===== config.mk =====
export PLATFORM = sky130hd
export DESIGN_NAME = cu_fsm_mc
export DESIGN_NICKNAME = d
export VERILOG_FILES = /design/src/rtl/cu_fsm_mc.sv
export SDC_FILE = /design/constraint.sdc
export NUM_CORES = 1
export LEC_CHECK = 0
export CAP_MARGIN = 5
export CORE_MARGIN = 5
export CORE_UTILIZATION = 38
export CTS_BUF_LIST = sky130_fd_sc_hd__clkbuf_8
export DETAILED_ROUTE_END_ITERATION = 10
export GPL_TIMING_DRIVEN = 1
export PLACE_DENSITY = 0.76
export SETUP_SLACK_MARGIN = 0.05
export SYNTH_ARGS = -nofsm -noshare
export SYNTH_HDL_FRONTEND = slang
export SYNTH_SLANG_ARGS = --single-unit

===== constraint.sdc =====
create_clock -name CLK -period 1.55 [get_ports CLK]
set_clock_uncertainty 0.15 [all_clocks]
set_input_delay 0.31 -clock CLK [delete_from_list [all_inputs] [get_ports CLK]]
set_output_delay 0.31 -clock CLK [all_outputs]
set_load 0.02 [all_outputs]

===== src/rtl/cu_fsm_mc.sv =====
// ---------------------------------------------------------------------------
// cu_fsm_mc - multicycle control-unit state machine for the RISC-V core.
//
// Sequences INIT -> FETCH -> EXEC [-> WB] [-> INTR] -> FETCH around the
// combinational decoder. FETCH and WB each last MEM_LAT cycles. Interrupts
// are latched into a sticky pending register and taken only at an
// instruction boundary. The lowest pending index wins.
//
// Optional feature macro: CU_IRQ_EDGE_EN
//   defined   - a pending bit sets only on a rising edge of its IRQ line
//   undefined - level capture; no IRQ delay register is instantiated
//
// Parameters
//   MEM_LAT  memory read latency for fetch / load data, 1..15
//   NUM_IRQ  number of interrupt request lines, 1..8
//   IDW      width of IRQ_ID
//
// Ports
//   CLK, RST_N           clock, asynchronous active-low reset
//   CU_OPCODE, FUNC3     instruction fields used by the EXEC strobes
//   IRQ, MIE             level interrupt requests, global enable
//   RESET_OUT            resets the PC and downstream registers
//   PC_WRITE, REG_WRITE  PC load, register-file write
//   MEM_RDEN1            instruction-port read enable
//   MEM_RDEN2, MEM_WE2   data-port read / write enables
//   CSR_WE, MRET_EXEC    CSR write enable, MRET pulse
//   INT_TAKEN            interrupt entry (one cycle)
//   IRQ_ACK, IRQ_ID      one-hot acknowledge and index of serviced source
//   ILLEGAL              unknown-opcode pulse in EXEC
// ---------------------------------------------------------------------------
module cu_fsm_mc #(
   parameter int MEM_LAT = 1,
   parameter int NUM_IRQ = 1,
   parameter int IDW     = $clog2(NUM_IRQ > 1 ? NUM_IRQ : 2)
) (
   input  logic               CLK,
   input  logic               RST_N,
   input  logic [6:0]         CU_OPCODE,
   input  logic [2:0]         FUNC3,
   input  logic [NUM_IRQ-1:0] IRQ,
   input  logic               MIE,
   output logic               RESET_OUT,
   output logic               PC_WRITE,
   output logic               REG_WRITE,
   output logic               MEM_RDEN1,
   output logic               MEM_RDEN2,
   output logic               MEM_WE2,
   output logic               CSR_WE,
   output logic               MRET_EXEC,
   output logic               INT_TAKEN,
   output logic [NUM_IRQ-1:0] IRQ_ACK,
   output logic [IDW-1:0]     IRQ_ID,
   output logic               ILLEGAL
);

   localparam logic [6:0] OPC_LOAD   = 7'b0000011;
   localparam logic [6:0] OPC_STORE  = 7'b0100011;
   localparam logic [6:0] OPC_BRANCH = 7'b1100011;
   localparam logic [6:0] OPC_LUI    = 7'b0110111;
   localparam logic [6:0] OPC_AUIPC  = 7'b0010111;
   localparam logic [6:0] OPC_JAL    = 7'b1101111;
   localparam logic [6:0] OPC_JALR   = 7'b1100111;
   localparam logic [6:0] OPC_OP_IMM = 7'b0010011;
   localparam logic [6:0] OPC_OP     = 7'b0110011;
   localparam logic [6:0] OPC_SYSTEM = 7'b1110011;

   // terminal count of the shared fetch / writeback wait counter
   localparam logic [3:0] CNT_LAST = 4'(MEM_LAT - 1);

   typedef enum logic [2:0] {
      ST_INIT,
      ST_FETCH,
      ST_EXEC,
      ST_WB,
      ST_INTR
   } state_t;

   state_t             state, state_nxt;
   logic [3:0]         cnt, cnt_nxt;
   logic [NUM_IRQ-1:0] pend, pend_set;
   logic [IDW-1:0]     win_id;
   logic               cnt_last, irq_go;

   assign cnt_last = (cnt == CNT_LAST);
   assign irq_go   = MIE && (|pend);

   // ---------------- interrupt capture ----------------
`ifdef CU_IRQ_EDGE_EN
   logic [NUM_IRQ-1:0] irq_q;

   always_ff @(posedge CLK or negedge RST_N) begin
      if (!RST_N) irq_q <= '0;
      else        irq_q <= IRQ;
   end

   assign pend_set = IRQ & ~irq_q;
`else
   assign pend_set = IRQ;
`endif

   // set wins over the acknowledge, so a still-asserted source re-pends
   always_ff @(posedge CLK or negedge RST_N) begin
      if (!RST_N) pend <= '0;
      else        pend <= (pend & ~IRQ_ACK) | pend_set;
   end

   // lowest pending index wins: scan downwards so the last hit is the lowest
   always_comb begin
      win_id = '0;
      for (int i = NUM_IRQ - 1; i >= 0; i--)
         if (pend[i]) win_id = IDW'(i);
   end

   // ---------------- state register ----------------
   always_ff @(posedge CLK or negedge RST_N) begin
      if (!RST_N) begin
         state <= ST_INIT;
         cnt   <= '0;
      end else begin
         state <= state_nxt;
         cnt   <= cnt_nxt;
      end
   end

   // ---------------- next state ----------------
   // the counter returns to 0 on every state exit and whenever it is not
   // actively counting a fetch or writeback
   always_comb begin
      state_nxt = state;
      cnt_nxt   = '0;
      case (state)
         ST_INIT:  state_nxt = ST_FETCH;
         ST_FETCH: begin
            if (cnt_last) state_nxt = ST_EXEC;
            else          cnt_nxt   = cnt + 4'd1;
         end
         ST_EXEC: begin
            if (CU_OPCODE == OPC_LOAD) state_nxt = ST_WB;
            else                       state_nxt = irq_go ? ST_INTR : ST_FETCH;
         end
         ST_WB: begin
            if (cnt_last) state_nxt = irq_go ? ST_INTR : ST_FETCH;
            else          cnt_nxt   = cnt + 4'd1;
         end
         ST_INTR:  state_nxt = ST_FETCH;
         default:  state_nxt = ST_INIT;
      endcase
   end

   // ---------------- outputs ----------------
   always_comb begin
      RESET_OUT = 1'b0;
      PC_WRITE  = 1'b0;
      REG_WRITE = 1'b0;
      MEM_RDEN1 = 1'b0;
      MEM_RDEN2 = 1'b0;
      MEM_WE2   = 1'b0;
      CSR_WE    = 1'b0;
      MRET_EXEC = 1'b0;
      INT_TAKEN = 1'b0;
      IRQ_ACK   = '0;
      IRQ_ID    = '0;
      ILLEGAL   = 1'b0;
      case (state)
         ST_INIT:  RESET_OUT = 1'b1;
         ST_FETCH: MEM_RDEN1 = 1'b1;
         ST_EXEC: begin
            case (CU_OPCODE)
               OPC_LOAD:   MEM_RDEN2 = 1'b1;
               OPC_STORE: begin
                  MEM_WE2  = 1'b1;
                  PC_WRITE = 1'b1;
               end
               OPC_BRANCH: PC_WRITE = 1'b1;
               OPC_LUI, OPC_AUIPC, OPC_JAL, OPC_JALR, OPC_OP_IMM, OPC_OP: begin
                  REG_WRITE = 1'b1;
                  PC_WRITE  = 1'b1;
               end
               OPC_SYSTEM: begin
                  PC_WRITE = 1'b1;
                  case (FUNC3)
                     3'd0:    MRET_EXEC = 1'b1;
                     3'd4:    ;
                     default: begin
                        CSR_WE    = 1'b1;
                        REG_WRITE = 1'b1;
                     end
                  endcase
               end
               default: begin
                  ILLEGAL  = 1'b1;
                  PC_WRITE = 1'b1;
               end
            endcase
         end
         ST_WB: begin
            MEM_RDEN2 = 1'b1;
            REG_WRITE = cnt_last;
            PC_WRITE  = cnt_last;
         end
         ST_INTR: begin
            INT_TAKEN = 1'b1;
            PC_WRITE  = 1'b1;
            IRQ_ACK   = NUM_IRQ'(1) << win_id;
            IRQ_ID    = win_id;
         end
         default: ;
      endcase
   end

endmodule

### Yosys cells after proc, flatten, opt, wreduce, memory -nomap -nowiden

Cells that the tools add are included.

* bits in registers: 8
* input bits: 14
* output and inout port bits: 12

* $add $sub $neg: 1
* equality and inequality tests: 17
* mux-type cells: 26
* bitwise gates (word level): 3
* reductions and logical operators: 10

Operator list (number)
* 7-bit equality test, second input constant: 4
* 7-bit by 6-bit equality test with 1-bit output, second input constant: 3
* 1-bit two-way mux: 15
* 7-bit by 5-bit equality test with 1-bit output, second input constant: 2
* 3-bit two-way mux: 4
* 3-bit one-hot mux with 4 select lines: 1
* 10-bit OR reduction: 1
* 4-bit two-way mux: 2
* 7-bit by 2-bit equality test with 1-bit output, second input constant: 1
* 3-bit by 2-bit equality test with 1-bit output, second input constant: 2
* 3-bit equality test, second input constant: 2
* 3-bit logical NOT: 2
* 1-bit one-hot mux with 2 select lines: 3
* 2-bit OR reduction: 3
* 6-bit OR reduction: 1
* 4-bit by 1-bit adder with 4-bit output, second input constant: 1
* 4-bit logical NOT: 1
* 2-bit != test, second input constant: 2
* 3-bit by 1-bit equality test with 1-bit output, second input constant: 1
* 1-bit one-hot mux with 3 select lines: 1
* 2-bit AND reduction: 1
* 1-bit bitwise AND: 1
* 1-bit logical AND: 1
* 1-bit inverter: 1
* 1-bit OR: 1

### Logic depth before layout (Yosys ltp)

* depth in word-level cells: 5
* depth in mapped cells: 5
* mapped depth without buffers: 5

### Worst setup path after synthesis

OpenSTA, ideal clock, no wires.

* kind: register to output
* start point: reg state[0]
* end point: out IRQ_ACK
* data arrival time: 1.466 ns
* setup slack: -0.376 ns
* stages on the path, launching flop included: 4
* buffers on the path: 2
* cell sequence: dfrtp_1 -> buf_2 -> nor3b_1 -> buf_4

* cells in the longest elaborated chain, start to end: 2

RTL lines
* start, declared: RTL line 78 `state_t state, state_nxt;`
* start signal, assigned: RTL line 120 `state <= state_nxt;`
* 3-bit equality test
* 1-bit two-way mux
* end, declared: RTL line 51 `output logic [NUM_IRQ-1:0] IRQ_ACK,`

Every way passes these cells.

### Final worst setup path

* start point: reg cnt[0]
* end point: out PC_WRITE

* cells in the longest elaborated chain, start to end: 2

RTL lines
* start, declared: RTL line 79 `logic [3:0] cnt, cnt_nxt;`
* start signal, assigned: RTL line 121 `cnt <= cnt_nxt;`
* 4-bit logical NOT: RTL line 84 `assign cnt_last = (cnt == CNT_LAST);`
* 1-bit one-hot mux with 3 select lines: RTL line 164 `case (state)`
* end, declared: RTL line 43 `output logic PC_WRITE,`

Every way passes these cells.

==> results.tsv <==
metric	value	unit
status	complete, but fails checks	
failing checks	setup timing	
Core Footprint	1510	µm²
Die Ht	49.7	µm
Skew-Pair Late Insertion Delay	0.23	ns
Min Clock Period, post-route	2.15	ns
area of the multi-input gates	539	µm²
Detail Placement HPWL	1.50	mm
max-slew violation count	0	
Pre-antenna DRT Iters	4	
#FFs+latches synth	8	
count of filler cells inserted in the layout	79	
DP Area	1070	µm²
max cap viols	0	
DR iter-0 viols	11	
Finished Core Util	87.6	%
Syn Nets	86	
Ys Warns	0	
most frequent cells in the layout	buf_4 (24), buf_6 (20), dfrtp_1 (7)	
TritonCTS Buffers	3	
die area	2470	µm²
Cells after Synth	70	
Routed WL	2.58	mm
Mapped Area	599	µm²
Placed Instances	129	
Avg WL per Cell	18.4	µm
dominant cell type by area after synthesis	dfrtp_1	
fin cells	140	
Final ANT Viol Nets	0	
crit-path max FO	3	
clk sinks	8	
Power per Cell Area	1280	nW/µm²
final hold vios	0	
final setup violation count	13	
Max Freq	466	MHz
CTS tree	done	
share of cells above drive strength 1	64.5	%
Total GRT Usage	18.8	%
initial antenna violation count	0	
Row Count	14	
Worst-path clk slew	0.04	ns
ANT cells	0	
post-route DRC violation count	0	
area delta synth->final	120	%
worst hold path class	input pin to async pin	
Total Power	1690	µW
CTS root buf	clkbuf_8	
number of global-route vias before repair	802	
RSZ-0062 raised after global routing	true	
Data arrival, critical path	1.69	ns
Initial Util	39.8	%
first-pass GRT wire length	3.59	mm
DR vias	767	
aggregate global routing overflow	0	
Yosys cell types	32	
register area	201	µm²
Pleak	0.000615	µW
post-route cell area	1320	µm²
Max IR drop VDD	1.09	mV
leading cell type in the layout, fill and taps excluded	buf_4	
H-Tree Depth	1	
syn_area_per_cell	8.56	µm²
Clock Tree Buf Depth	2	
largest net degree at the start of global routing	9	
final period utilization	139	%
Setup Crit Path Kind	flop to output port	
WP data required	1.09	ns
sequential-to-total area share from yosys stat	33.4	%
I/O pin cnt	26	
worst hold slack	0.224	ns
Final #Nets	142	
Synth top area share	33.4	%
DIE WIDTH	49.7	µm
IO Port Bufs	24	
Vias per Instance	5.48	
synth top area cells	dfrtp_1 (33%), nor3_1 (7.5%), ha_1 (4.2%)	
element type at the critical path end	output port	
routability congestion estimate	0.775	
CTS hold repair buffers	0	
setup slack after layout	-0.597	ns
Setup crit start kind	flop	
-- flip-flops by register name, indices dropped and copies added, names as in the netlist --
register	cells
pend	1
state	3
cnt	4
-- stage by stage --
stage               setup TNS, ns  setup WS, ns
detailed placement         -10.10         -1.15
global route                -4.29        -0.659
global placement            -9.82         -1.13
finish                      -3.57        -0.597
floorplan                  -0.920        -0.209
CTS                         -3.66        -0.541
-- per-layer routing --
metal / GRT usage [%] / part of all wire [%]
met5: 0 / 0
met1: 20.9 / 41
met4: 9.61 / 1.0
met2: 31.6 / 53
met3: 5.72 / 4.7
-- critical path, cell delays in order, from the launching register on --
cell,delay [ns]
dfrtp_1,0.38
inv_1,0.06
ha_1,0.16
or3b_4,0.42
a21oi_2,0.18
a21o_1,0.14
buf_6,0.11
-- cell families after synthesis --
logic type      count (synthesis)  synth area share [%]
simple gates                   37                  38.8
compound gates                 10                  11.3
buf+inv                         9                  7.31
flops                           8                  33.4
xor+xnor                        3                  4.38
fa+ha+maj                       2                  4.17
other cells                     1                 0.626
-- timing repair --
action / CTS / global route
pin swaps: 14 / 12
endpoints found under the setup margin: 14 / 14
resized for setup: 95 / 37
buffers inserted: 2 / 9
-- final timing paths --
| check | from | end | slack [ns] | depth (start not counted) |
|---|---|---|---|---|
| worst min-delay path | RST_N | state[0] | 0.22 | 1 |
| max in group asynchronous | RST_N | state[1] | 0.73 | 1 |
| worst max-delay path | cnt[0] | PC_WRITE | -0.60 | 6 |
| worst max register to register | cnt[0] | state[0] | -0.15 | 6 |
| min in group CLK | pend | pend | 0.37 | 2 |
| worst min register to register | pend | pend | 0.37 | 2 |
-- layout make-up --
type	instances	area share, %
multi-input combinational	53	40.9
inverter	5	1.42
clock buffer	3	3.13
sequential	8	15.3
timing repair buffer	55	37.8
tap	16	1.52
-- where the power goes --
group	total (µW)	switching [µW]	internal, µW
combinational	1140	531	611
sequential	296	48.5	248
clock	248	80.2	168
total	1690	660	1030
-- synthesized netlist by cell type (all sizes together) --
cell and instances:
and3b 1, dfrtp 8, nand2 3, nor3 9
buf 4, a21o 1, nand4b 1, nor2b 1
and2b 1, nor3b 2, o22ai 2, nand4bb 2
a21oi 3, conb 1, nand2b 3, nor4 1
o21bai 1, o31a 1, or2 2, or3b 2
or3 3, inv 5, xor2 1, a22oi 1
xnor2 2, nand3 1, ha 2, a211o 1
nor2 5
Note: power is estimated with default switching activity, not from simulation.
==> RTL change 1: new RTL, same settings <==
Build with the macro `CU_IRQ_EDGE_EN` defined.
--- a/src/rtl/cu_fsm_mc.sv
+++ b/src/rtl/cu_fsm_mc.sv
@@ -29,4 +29,6 @@
 //   ILLEGAL              unknown-opcode pulse in EXEC
 // ---------------------------------------------------------------------------
+`define CU_IRQ_EDGE_EN
+
 module cu_fsm_mc #(
    parameter int MEM_LAT = 1,
Formal check against the unedited RTL: not equivalent (a bounded check fails within 10 cycles, from zero or initial values and one cycle with RST_N low).
==> RTL change 1 against the original RTL <==
- the flow still finishes with violations (setup timing)
- cell area is 6.4% higher
- first-iteration DRC count rose to 2.7 times the old value
- setup slack improved by 9.8 ps
- hold slack lost 6.2 ps
- synthesized area increased by 0.42%
- final cell count grew 10%
- count of clock-buffer cells in the layout stayed put
- total power is 24% higher
- wire length rose by 31%
- sequential cell count is 1 higher
- critical path type unchanged
- critical endpoint unchanged
==> RTL change 1: results <==
set metrics [dict create \
    syn_inst 72 \
    grt_start_max_net_pins 10 \
    worstSkewPairLatency_ps 240 \
    setup-tns-final_ps -4200 \
    yosys-top-cells-count "dfrtp_1 (9), nor2_1 (9), nand2_1 (8)" \
    place_ws_ps -1140 \
    async_flop_share_pct 100 \
    n_antenna_cell 0 \
    reg2reg_slack_ps -420 \
    antenna_found_initial 0 \
    r2r_end "state[0]" \
    reg_top3 "cnt (4), state (3)" \
    cts_buffers 3 \
    grt_usage_pct 17.5 \
    grt_pass1_vias 759 \
    dpl-instance-area_mm2 0.00107 \
    setup_viol 15 \
    yosys-top-cells-area "dfrtp_1 (37%), nor2_1 (5.6%), nand2_1 (5.0%), ha_1 (4.2%), inv_1 (3.7%)" \
    grt_pass1_wl_um 3410 \
    cp_max_fo 2 \
    synth_ff_type "dfrtp_1" \
    drive_above_1_share_pct 66.7 \
    syn_nets 88 \
    ys_warn_count 0 \
    critPathMaxStageDelay_ps 400 \
    ys_seq_area_share_pct 37.4 \
    p_leak_nw 0.645 \
    crit_slowest_cell "dfrtp_1" \
    cts_root_buffer "clkbuf_8" \
    ys_types 30 \
    grt.met3_usage_pct 5.12 \
    place_congestion 0.779 \
    cts.clk_slew.worst_paths_ps 50 \
    post-place-cells 132 \
    crit_path_start "cnt[0]" \
    cts_buffer_depth 2 \
    failed_checks "setup timing" \
    detail_route.wl_per_cell_um 21.9 \
    grt_util_met2_pct 33.3 \
    worstPathArrival_ps 1680 \
    drt_first_pass_iters 4 \
    outcome "complete, but fails checks" \
    worstRegToRegCells 8 \
    ir_drop_v 0.00121 \
    intPower_mw 1.26 \
    via_per_inst 5.76 \
    first_iter_violations 30 \
    fin_nets 155 \
    layoutNonFillerInstCount 154 \
    worst_slack_ps -587 \
    hpwl_um 1480 \
    use_met1_pct 18.5 \
    htree_levels 1 \
    portBuffers 24 \
    hold_path.class "primary input to async pin" \
]
[RTL change 1: cell types whose count changed after synthesis, sizes merged, moves of 2 or more]
cell,unedited run,this run
nand3,1,3
nor2,5,9
or3,3,1
nor3,9,3
nand4bb,2,0
nand2,3,8
or2,2,0
[RTL change 1: critical path: cells and delay by family (launching register included)]
family | cells | cell delay (ps)
adders and majority gates | 1 | 140
AOI/OAI and AO/OA | 1 | 130
and+or+nand+nor | 3 | 550
DFF | 1 | 400
buffers and inverters | 2 | 200
[RTL change 1: per-stage QoR]
step	util [%]	hold WS [ps]	total power, mW
after floorplan	-	-136	0.696
after global placement	71.3	267	1.09
after detailed placement	71.3	293	1.10
after CTS	80.6	227	1.59
after global routing	93.2	247	2.18
final	93.2	217	2.10
[RTL change 1: kinds of logic (layout without fill, tap and decap cells)]
| logic type | after synthesis | count (layout) | share of synthesized area [%] |
|---|---|---|---|
| simple gates | 38 | 38 | 34.7 |
| compound gates | 10 | 10 | 10.6 |
| flops | 9 | 9 | 37.4 |
| buf+inv | 9 | 75 | 8.11 |
| xor+xnor | 3 | 3 | 4.37 |
| fa+ha+maj | 2 | 2 | 4.16 |
| other cells | 1 | 1 | 0.623 |
[RTL change 1: worst max path at each step]
| stage | endpoint | slack (ps) |
|---|---|---|
| floorplan | MRET_EXEC | -160 |
| global placement | REG_WRITE | -1130 |
| detailed placement | REG_WRITE | -1140 |
| CTS | PC_WRITE | -560 |
| global route | PC_WRITE | -670 |
| finish | PC_WRITE | -590 |
[RTL change 1: final cells by class]
type | count | area, um^2
Timing Repair Buffer | 65 | 574
Multi-Input combinational cell | 54 | 515
Sequential cell | 9 | 225
Fill cell | 46 | 103
Clock buffer | 3 | 41.3
Inverter | 6 | 22.5
Tap cell | 16 | 20.0
Clock inverter | 1 | 5.00
[RTL change 1: routing by layer]
layer	routed length, um	vias up
li1	-	377
met1	1200	438
met2	1790	60
met3	296	12
met4	93	0
met5	0	-
[RTL change 1: power by group through the flow]
stage	Sequential, mW	Combinational, mW	Clock [mW]
2_1_floorplan	0.319	0.377	0
3_3_place_gp	0.303	0.783	0
3_5_place_dp	0.308	0.795	0
4_1_cts	0.315	0.996	0.280
6_report	0.321	1.48	0.299
5_1_grt	0.324	1.55	0.309
[RTL change 1: timing repair]
action	4_1_cts	5_1_grt
resized for setup	106	24
pin swaps	10	14
setup buffers	3	17
setup endpoints to repair	14	16
==> RTL change 2: new RTL, same flow settings <==
Without the edit above. Encoding of `state_t`: now one-hot (5 bits for 5 states).
--- a/src/rtl/cu_fsm_mc.sv
+++ b/src/rtl/cu_fsm_mc.sv
@@ -68,10 +68,10 @@
    localparam logic [3:0] CNT_LAST = 4'(MEM_LAT - 1);
 
-   typedef enum logic [2:0] {
-      ST_INIT,
-      ST_FETCH,
-      ST_EXEC,
-      ST_WB,
-      ST_INTR
+   typedef enum logic [4:0] {
+      ST_INIT  = 5'b00001,
+      ST_FETCH = 5'b00010,
+      ST_EXEC  = 5'b00100,
+      ST_WB    = 5'b01000,
+      ST_INTR  = 5'b10000
    } state_t;
 
Check against the original RTL: same outputs for any inputs over 10 cycles, from zero or initial values and one cycle with RST_N low; not proved beyond that.
==> RTL change 2 against the original RTL <==
- the flow still finishes with violations (setup timing)
- setup slack got worse by 83 ps
- sequential share of layout area is 1.5 points higher
- synthesized area is 11% higher
- sequential cell count increased by 2
- first-iteration DRC count is 45% lower
- via count grew 10%
- wire length rose by 26%
- global-route usage grew 2.6 points
- synthesized cell count is 8.6% higher
- cell area up 14%
- die area is 9.1% higher
- count of clock-buffer cells in the layout did not move
- total power is 7.3% lower
- hold slack improved by 11 ps
- critical path type unchanged
==> RTL change 2: results <==
set metrics [dict create \
    drive_above_1_share_pct 65.0 \
    m1WireLength_um 1270 \
    met2_wirelength_um 1760 \
    cp_max_fo 2 \
    use_met1_pct 24.2 \
    post_cts_resized 93 \
    failed_checks "setup timing" \
    setup_viol 19 \
    wl_met3_um 148 \
    grt_start_max_net_pins 11 \
    place_ws_ps -1260 \
    worst_slack_ps -680 \
    first_iter_violations 6 \
    grt_usage_pct 21.3 \
    reg2reg_slack_ps -310 \
    post-place-cells 146 \
    p_leak_nw 0.678 \
    yosys-top-cells-area "dfrtp_1 (34%), nor2_1 (5.1%), dfstp_2 (3.9%), nand2_1 (3.9%), xnor2_1 (3.9%)" \
    ir_drop_v 0.000969 \
    worstPathArrival_ps 1770 \
    rr_startpoint "state[2]" \
    via_per_inst 5.22 \
    grt_util_met2_pct 38.1 \
    hpwl_um 1570 \
    grt.met3_usage_pct 4.58 \
    grt_pass1_vias 861 \
    wl_um 3250 \
    whs_ps 235 \
    place_congestion 0.839 \
    outcome "complete, but fails checks" \
    nFillCells 80 \
    grt_pass1_wl_um 4130 \
    crit_path_start "state[1]" \
    cts_setup_buffers 8 \
    syn_nets 92 \
]
## RTL change 2: where the power goes
group	internal (mW)	switching, mW
combinational	0.514	0.432
sequential	0.313	0.0382
clock	0.172	0.0930
## RTL change 2: kinds of logic (layout without fill, tap and decap cells)
| family | Yosys count | after routing | synth area share, % |
|---|---|---|---|
| buf+inv | 7 | 68 | 5.05 |
| xor+xnor | 3 | 3 | 3.93 |
| flops | 10 | 10 | 37.6 |
| other cells | 1 | 1 | 0.561 |
| fa+ha+maj | 2 | 2 | 3.74 |
| compound gates | 10 | 10 | 11.8 |
| simple gates | 43 | 43 | 37.3 |
## RTL change 2: area by class of cell
type / instances / area share (%)
clock buffers: 3 / 2.75
clock inverters: 1 / 0.250
inverters: 4 / 1.17
multi-input cells: 59 / 41.7
flip-flops and latches: 10 / 16.7
well taps: 25 / 2.08
repair buffers: 60 / 35.3
## RTL change 2: worst min-delay path by stage
| stage | depth (start not counted) | end | from |
|---|---|---|---|
| 5_1_grt | 1 | state[2] | RST_N |
| 2_1_floorplan | 0 | cnt[0] | RST_N |
| 4_1_cts | 1 | state[2] | RST_N |
| 3_3_place_gp | 1 | pend | pend |
| 6_report | 1 | state[2] | RST_N |
| 3_5_place_dp | 1 | pend | pend |
## RTL change 2: worst register-to-register path, cell delays in order, from the launching register on
cell	delay, ps
dfrtp_1	420
buf_4	170
nor3_2	210
buf_4	150
or3b_4	440
nand2_1	110
o221ai_2	80
## RTL change 2: through the flow
step | instance area [um^2] | setup TNS (ps)
2_1_floorplan | 746 | -2500
3_3_place_gp | 1180 | -11930
3_5_place_dp | 1180 | -12570
4_1_cts | 1390 | -6740
5_1_grt | 1500 | -8120
6_report | 1500 | -7380
